[src/rtl/dp_scrambler_multi.sv]
// -----------------------------------------------------------------------------
// dp_scrambler_multi
//
// DisplayPort main-link scrambler for LANES lanes x SYMS symbols per cycle.
// Each symbol is 8 bits plus a K flag. The block sits between the stream
// packer and the 8b/10b encoders.
//
// One LFSR (x^16+x^5+x^4+x^3+1, Galois form, seed 16'hFFFF) is shared by all
// lanes. Lane l, slot s uses the same key byte as lane 0, slot s. Slots within
// a cycle are processed in wire order (slot 0 first) as an unrolled chain.
// The LFSR advances 8 steps per slot. SR slots are the exception: they reload
// the seed instead of advancing.
//
// Every BS_PERIOD-th BS symbol (K28.5) is replaced by SR (K28.0) on all lanes.
// The first BS after reset is always replaced. BS detection looks at lane 0
// only, and the other lanes follow its decision.
//
// Ports
//   clk        in   1             clock
//   rstn       in   1             asynchronous active-low reset
//   scr_dis    in   1             1 = data symbols pass unscrambled (LFSR still runs)
//   in_valid   in   1             qualifies indata/inisk; LFSR frozen when 0
//   indata     in   LANES*SYMS*8  lane l, symbol s at [(l*SYMS+s)*8 +: 8]
//   inisk      in   LANES*SYMS    K flag, same indexing as indata
//   out_valid  out  1             in_valid delayed by one clock
//   outdata    out  LANES*SYMS*8  scrambled symbols (held while out_valid=0)
//   outisk     out  LANES*SYMS    K flags (held while out_valid=0)
//   sr_pulse   out  1             high for the output cycle that carries an SR
// -----------------------------------------------------------------------------
module dp_scrambler_multi #(
   parameter int LANES     = 1,
   parameter int SYMS      = 2,
   parameter int BS_PERIOD = 512
) (
   input  logic                    clk,
   input  logic                    rstn,
   input  logic                    scr_dis,
   input  logic                    in_valid,
   input  logic [LANES*SYMS*8-1:0] indata,
   input  logic [LANES*SYMS-1:0]   inisk,
   output logic                    out_valid,
   output logic [LANES*SYMS*8-1:0] outdata,
   output logic [LANES*SYMS-1:0]   outisk,
   output logic                    sr_pulse
);

   localparam int          NSYM   = LANES * SYMS;
   // BS_PERIOD is a power of two, so a CNT_W-bit counter wraps at exactly
   // BS_PERIOD. A period of 1 still gets a 1-bit counter, which is held at zero.
   localparam int          CNT_W  = (BS_PERIOD > 1) ? $clog2(BS_PERIOD) : 1;
   localparam logic [7:0]  SYM_BS = 8'hBC;     // K28.5
   localparam logic [7:0]  SYM_SR = 8'h1C;     // K28.0
   localparam logic [15:0] POLY   = 16'h0039;  // x^5+x^4+x^3+1; x^16 is the bit shifted out
   localparam logic [15:0] SEED   = 16'hFFFF;

   typedef logic [CNT_W-1:0] cnt_t;

   // Registered state
   logic [15:0]      lfsr_q;
   cnt_t             bs_cnt_q;

   // Next-state / next-output values from the slot chain
   logic [15:0]      lfsr_d;
   cnt_t             bs_cnt_d;
   logic [NSYM*8-1:0] data_d;
   logic [NSYM-1:0]  isk_d;
   logic             sr_d;

   // Working values carried from slot to slot inside the chain
   logic [15:0]      lfsr_v;
   cnt_t             cnt_v;
   logic [23:0]      adv;
   logic             is_bs;

   // Runs the LFSR for one symbol slot. Returns {state after 8 steps, key byte}.
   // Key bit i is the MSB before step i, so key bit 0 is the first bit on the wire.
   function automatic logic [23:0] lfsr_byte(input logic [15:0] seed);
      logic [15:0] st;
      logic [7:0]  key;
      st  = seed;
      key = '0;
      for (int i = 0; i < 8; i++) begin
         key[i] = st[15];
         st     = {st[14:0], 1'b0} ^ (st[15] ? POLY : 16'h0000);
      end
      return {st, key};
   endfunction

   // Advances the BS counter modulo BS_PERIOD.
   function automatic cnt_t cnt_inc(input cnt_t c);
      if (BS_PERIOD == 1)
         return '0;
      return c + cnt_t'(1);
   endfunction

   // Slot chain. Each slot sees the LFSR state and BS count left behind by the
   // previous slot. An SR therefore reseeds the key for the slot after it, even
   // when that slot is in the same cycle.
   always_comb begin
      // NOTE: every variable gets its default before any branch so no latch can be inferred.
      data_d = indata;
      isk_d  = inisk;
      sr_d   = 1'b0;
      lfsr_v = lfsr_q;
      cnt_v  = bs_cnt_q;
      adv    = '0;
      is_bs  = 1'b0;

      for (int s = 0; s < SYMS; s++) begin
         is_bs = inisk[s] && (indata[s*8 +: 8] == SYM_BS);

         if (is_bs && (cnt_v == '0)) begin
            // SR replacement: all lanes, forced K, LFSR reseeded, no key used.
            for (int l = 0; l < LANES; l++) begin
               data_d[(l*SYMS+s)*8 +: 8] = SYM_SR;
               isk_d[l*SYMS+s]           = 1'b1;
            end
            lfsr_v = SEED;
            sr_d   = 1'b1;
         end else begin
            adv    = lfsr_byte(lfsr_v);
            lfsr_v = adv[23:8];
            // K symbols (including BS that is not replaced) pass untouched.
            // scr_dis only gates the XOR; the key position still advances.
            if (!scr_dis) begin
               for (int l = 0; l < LANES; l++) begin
                  if (!inisk[l*SYMS+s])
                     data_d[(l*SYMS+s)*8 +: 8] = indata[(l*SYMS+s)*8 +: 8] ^ adv[7:0];
               end
            end
         end

         // Every BS is counted, whether or not it became SR.
         if (is_bs)
            cnt_v = cnt_inc(cnt_v);
      end

      lfsr_d   = lfsr_v;
      bs_cnt_d = cnt_v;
   end

   // Output and state registers. State only moves on valid cycles. On bubbles,
   // the outputs hold and only out_valid/sr_pulse drop.
   always_ff @(posedge clk or negedge rstn) begin
      if (!rstn) begin
         out_valid <= 1'b0;
         outdata   <= '0;
         outisk    <= '0;
         sr_pulse  <= 1'b0;
         lfsr_q    <= SEED;
         bs_cnt_q  <= '0;
      end else begin
         // NOTE: non-blocking assignments so every register samples pre-edge values.
         out_valid <= in_valid;
         sr_pulse  <= in_valid & sr_d;
         if (in_valid) begin
            outdata  <= data_d;
            outisk   <= isk_d;
            lfsr_q   <= lfsr_d;
            bs_cnt_q <= bs_cnt_d;
         end
      end
   end

endmodule
[config.mk]
export PLATFORM = sky130hd
export DESIGN_NAME = dp_scrambler_multi
export DESIGN_NICKNAME = d
export VERILOG_FILES = /design/src/rtl/dp_scrambler_multi.sv
export SDC_FILE = /design/constraint.sdc
export NUM_CORES = 1
export LEC_CHECK = 0
export BUFFER_PORTS_ARGS = -buffer_cell sky130_fd_sc_hd__buf_2
export CAP_MARGIN = 20
export CORE_MARGIN = 2
export CORE_UTILIZATION = 40
export CTS_CLUSTER_DIAMETER = 60
export DETAILED_ROUTE_END_ITERATION = 7
export PLACE_DENSITY = 0.7
export SYNTH_ARGS = -nofsm -noshare
export SYNTH_HDL_FRONTEND = slang
export SYNTH_SLANG_ARGS = --single-unit
[constraint.sdc]
create_clock -name clk -period 6.4 [get_ports clk]
set_input_delay 0.64 -clock clk [delete_from_list [all_inputs] [get_ports clk]]
set_output_delay 0.64 -clock clk [all_outputs]
set_load 0.02 [all_outputs]
-- After elaboration in Yosys (flattened, before gate mapping)
Cells that the tools add are included.
Widths: inputs -> output; s select.
- memories kept: 0
- output and inout port bits: 20
- memory bits (read-only): 0
- register bits: 45
- input port bits: 22
- bits in latches: 0
- memory bits (writable): 0
- word-level logic and storage cells: 65
- reduce and logical (&&, ||, !) cells: 6
- multiplexer cells: 30
- equality and inequality tests: 2
- multipliers: 0
- add/sub/neg operators: 2
- shift-type cells: 0
- divide/modulo/power cells: 0
- bitwise gates (word level): 19
- magnitude comparators: 0
- operators by type and width (kind ; count):
    $xor 16x6->16 ; 16
    $mux 6 ; 16
    $mux 8 ; 6
    $mux 16 ; 2
    $add 9x1->9 const B ; 2
    $logic_not 9->1 ; 2
    $mux 9 ; 2
    $eq 8x8->1 const B ; 2
    $xor 8x8->8 ; 2
    $logic_and 1x1->1 ; 4
    $mux 1 ; 4
    $and 1x1->1 ; 1

-- Longest topological paths before layout
- word-level depth: 35
- mapped depth: 11
- mapped depth without buffers: 11

-- Least setup slack after synthesis
Ideal clock, no wire load.
- kind: input-to-reg
- start point: input indata[6]
- end point: register bs_cnt_q[4]
- cell stages on the path: 11
- arrival: 3203 ps
- path slack: 3118 ps
- cells stage by stage: nand4b_1 nor3_2 nand2_1 o21ai_0 ha_1 inv_1 nor4_1 o21a_1 a21oi_1 a211oi_1 xor2_1
- longest elaborated chain between the ends: 5
- RTL lines (element ; line ; RTL):
    from (decl) ; 39 ; input logic [LANES*SYMS*8-1:0] indata,
    $eq 8x8->1 (*) ; 110 ; is_bs = inisk[s] && (indata[s*8 +: 8] == SYM_BS);
    $logic_and 1x1->1 (*) ; 110 ;
    $mux 9 (*) ; 134 ; if (is_bs)
    $add 9x1->9 ; 93 ; return c + cnt_t'(1);
    $mux 9 (*) ; 134 ;
    to (signal assigned) ; 160 ; bs_cnt_q <= bs_cnt_d;
    to (decl) ; 60 ; cnt_t bs_cnt_q;
Every way passes the cells marked *; elsewhere a longest branch is shown, timed or not.
A chain may end at the register's enable or synchronous reset.

-- Worst setup path after layout
- start point: input indata[6]
- end point: register lfsr_q[0]
- longest elaborated chain between the ends: 14
- RTL lines (element ; line ; RTL):
    $eq 8x8->1 (*) ; 110 ;
    $logic_and 1x1->1 (*) ; 110 ;
    $logic_and 1x1->1 ; 112 ; if (is_bs && (cnt_v == '0)) begin
    $mux 16 ; 112 ;
    $xor 16x6->16 (7 in series) ; 84 ; st = {st[14:0], 1'b0} ^ (st[15] ? POLY : 16'h0000);
    $mux 6 ; 84 ;
    $xor 16x6->16 ; 84 ;
    $mux 16 (*) ; 112 ;
    to (signal assigned) ; 159 ; lfsr_q <= lfsr_d;
    to (decl) ; 59 ; logic [15:0] lfsr_q;
Marks and branches as above.

==> run summary <==
CP Capture Type: flop
floorplan core area: 7690 um2
min cycle time layout: 3700 ps
Clock Sinks: 45
I/O pin cnt: 42
Vias per Instance: 5.39
PortBufs: 41
Layout Nets: 425
fillers: 761
number of synthesized flops with an enable pin: 0
post-route ant nets: 0
Synth Cell Area: 3150 um2
final setup vio count: 0
Setup CP Type: primary input to flop
drt wl/cell: 15.3 um
CTS clock-pin slew for the worst setup and hold paths: 90 ps
xor and xnor area share after synthesis: 16.1%
ys flop type: dfrtp_1
placed cells: 494
adder-cell area share of the yosys netlist: 1.59%
Placer Congestion: 0.993
Post CTS Setup Buffer Count: 0
Site Rows: 32
routed length on met1: 3720 um
Unique masters post-synth: 56
GR Overflow Total: 0
Post-Layout Inst Area: 3520 um2
vias: 2,708
Mapped Avg Cell Area: 8.57 um2
post-place setup slack: 2480 ps
number of global-route vias before repair: 2,639
clock buffer count from CTS: 5
CTS tree: done
largest family of logic cells by synthesized area: simple AND/OR/NAND/NOR gates
cts repair resizes: 0
All-Layer GR Usage: 18.7%
Synth Register Bits: 45
first-pass GRT wire length: 12,900 um
Root Buffer: clkbuf_8
largest net degree at the start of global routing: 62
final wirelength: 7670 um
Hold Crit Class: primary input to async pin
YS warnings: 0
Non-Filler Instances: 502
# H-tree levels: 2
Starting Density: 40.9%
Max Clock Freq: 270 MHz
CP Data Arrival Time: 3930 ps
register area share after synthesis: 36.4%
leakage power: 0.00135 uW
final-report hold violation count: 0
Rel. slew slack: 30.8%
Gate Count Post-Synth: 367
Die X: 92.7 um
placed instance area: 3420 um2
R2R cell count: 7
Met3 Routed Length: 357 um
layout cells sized above 1: 22.8%
post-synthesis simple-gate area fraction: 23.2%
top sig layer: met4
Initial DRT Pass Iterations: 4
DRT iter0 DRCs: 214
post-synthesis compound-gate area fraction: 16.4%
VDD IR max: 0.242 mV
deepest clock path buffer count: 2
crit start category: primary input
mux cell area share after synthesis: 1.35%
MaxCap Viol Count: 0
clk_lat worst skew: 300 ps
WL met2: 3520 um
CP Data Required Time: 6630 ps
DP HPWL: 5580 um
worst setup margin: 2700 ps
unrepaired setup endpoints after global routing: false
critical-path maximum fanout: 17
status: finished clean
drc violations: 0
power per cell area: 460 nW/um2
max-slew violations: 0
# hold bufs at CTS: 0
Clock Skew: 7.09 ps
Period Utilization, post-route: 57.9%
ys async rst share: 100%
final hold slack: 420 ps
Area Growth Syn to Fin: 11.7%
Worst Tran Pin Value: 1040 ps
DIE HEIGHT: 92.7 um
initial antenna violation count: 0
ANT cells: 0
setup TNS: 0 ps
die area: 8590 um2
syn nets: 393
-- cells in the final DEF, fill, tap and decap left out, types with 11 or more instances in the layout --
cell     instances
inv_1           18
dfrtp_1         29
nand3_1         12
buf_2           42
dfstp_2         16
nor2_1          46
a21oi_1         25
xor2_1          18
o21ai_0         19
xnor2_1         40
nand2_1         22
nor3_1          11
-- metrics by stage --
stage	utilization, %	total power [uW]
finish	45.7	1620
global route	45.7	1750
CTS	45.7	1620
detailed placement	44.5	1420
global placement	44.4	1400
floorplan	-	1250
-- worst max-delay path, cell delays in order --
cell and delay [ps]:
buf_2 120, nand4b_1 370, nor3_2 590, o21ai_0 270
inv_1 100, ha_1 130, or4bb_1 450, a2111oi_4 910
nor2_2 130, a31oi_1 220
-- state kept, by name, indices dropped and copies added, names as in the netlist --
name / flops
bs_cnt_q: 9
lfsr_q: 16
outisk: 2
outdata: 16
out_valid: 1
sr_pulse: 1
-- worst paths after layout --
check / endpoint / from / slack [ps]
worst min register to register: outdata[15]$_DFFE_PN0P_ / outdata[15]$_DFFE_PN0P_ / 500
min in group clk: outdata[15]$_DFFE_PN0P_ / outdata[15]$_DFFE_PN0P_ / 500
max in group asynchronous: bs_cnt_q[6]$_DFFE_PN0P_ / rstn / 5580
worst min-delay path: outdata[7]$_DFFE_PN0P_ / rstn / 420
worst max-delay path: lfsr_q[0]$_DFFE_PN1P_ / indata[6] / 2700
worst max register to register: lfsr_q[0]$_DFFE_PN1P_ / bs_cnt_q[0]$_DFFE_PN0P_ / 3110
-- routing by layer --
layer / global-route usage (%) / vias to the layer above
met3: 2.77 / 10
met5: 0 / -
met2: 29.3 / 84
met4: 4.41 / 0
li1: - / 1352
met1: 27.4 / 1262
-- cells by family (layout without fill, tap and decap cells) --
family / Yosys count / count (layout)
AO/OA/AOI/OAI: 79 / 79
multiplexers: 4 / 4
adder cells (fa/ha/maj): 4 / 4
flip-flops: 45 / 45
buffers and inverters: 38 / 71
AND/OR/NAND/NOR: 139 / 139
XOR/XNOR: 58 / 58
-- synth_stat cells (8+ instances only) --
cell,n,area (um2)
nor2_1,46,173
xnor2_1,40,350
dfrtp_1,29,726
a21oi_1,25,125
nand2_1,22,82.6
o21ai_0,19,95.1
inv_1,18,67.6
xor2_1,18,158
clkbuf_1,17,63.8
dfstp_2,16,420
nand3_1,12,60.1
nor3_1,11,55.1
nand4_1,8,50.1
nor4_1,8,50.1
-- power by group --
group          internal [uW]  total (uW)  switching [uW]  leakage [uW]
Sequential               416         520             105      0.000493
Combinational            424         907             482      0.000810
Clock                   87.7         190             102     0.0000512
-- area by class of cell --
| class | instances | area, um2 | area share (%) |
|---|---|---|---|
| Multi-Input combinational cell | 284 | 1850 | 52.5 |
| Sequential cell | 45 | 1150 | 32.6 |
| Timing Repair Buffer | 45 | 233 | 6.62 |
| Tap cell | 102 | 128 | 3.63 |
| Clock buffer | 6 | 82.6 | 2.35 |
| Inverter | 18 | 67.6 | 1.92 |
| Clock inverter | 2 | 13.8 | 0.391 |
Power figures use the tool's default switching activity.
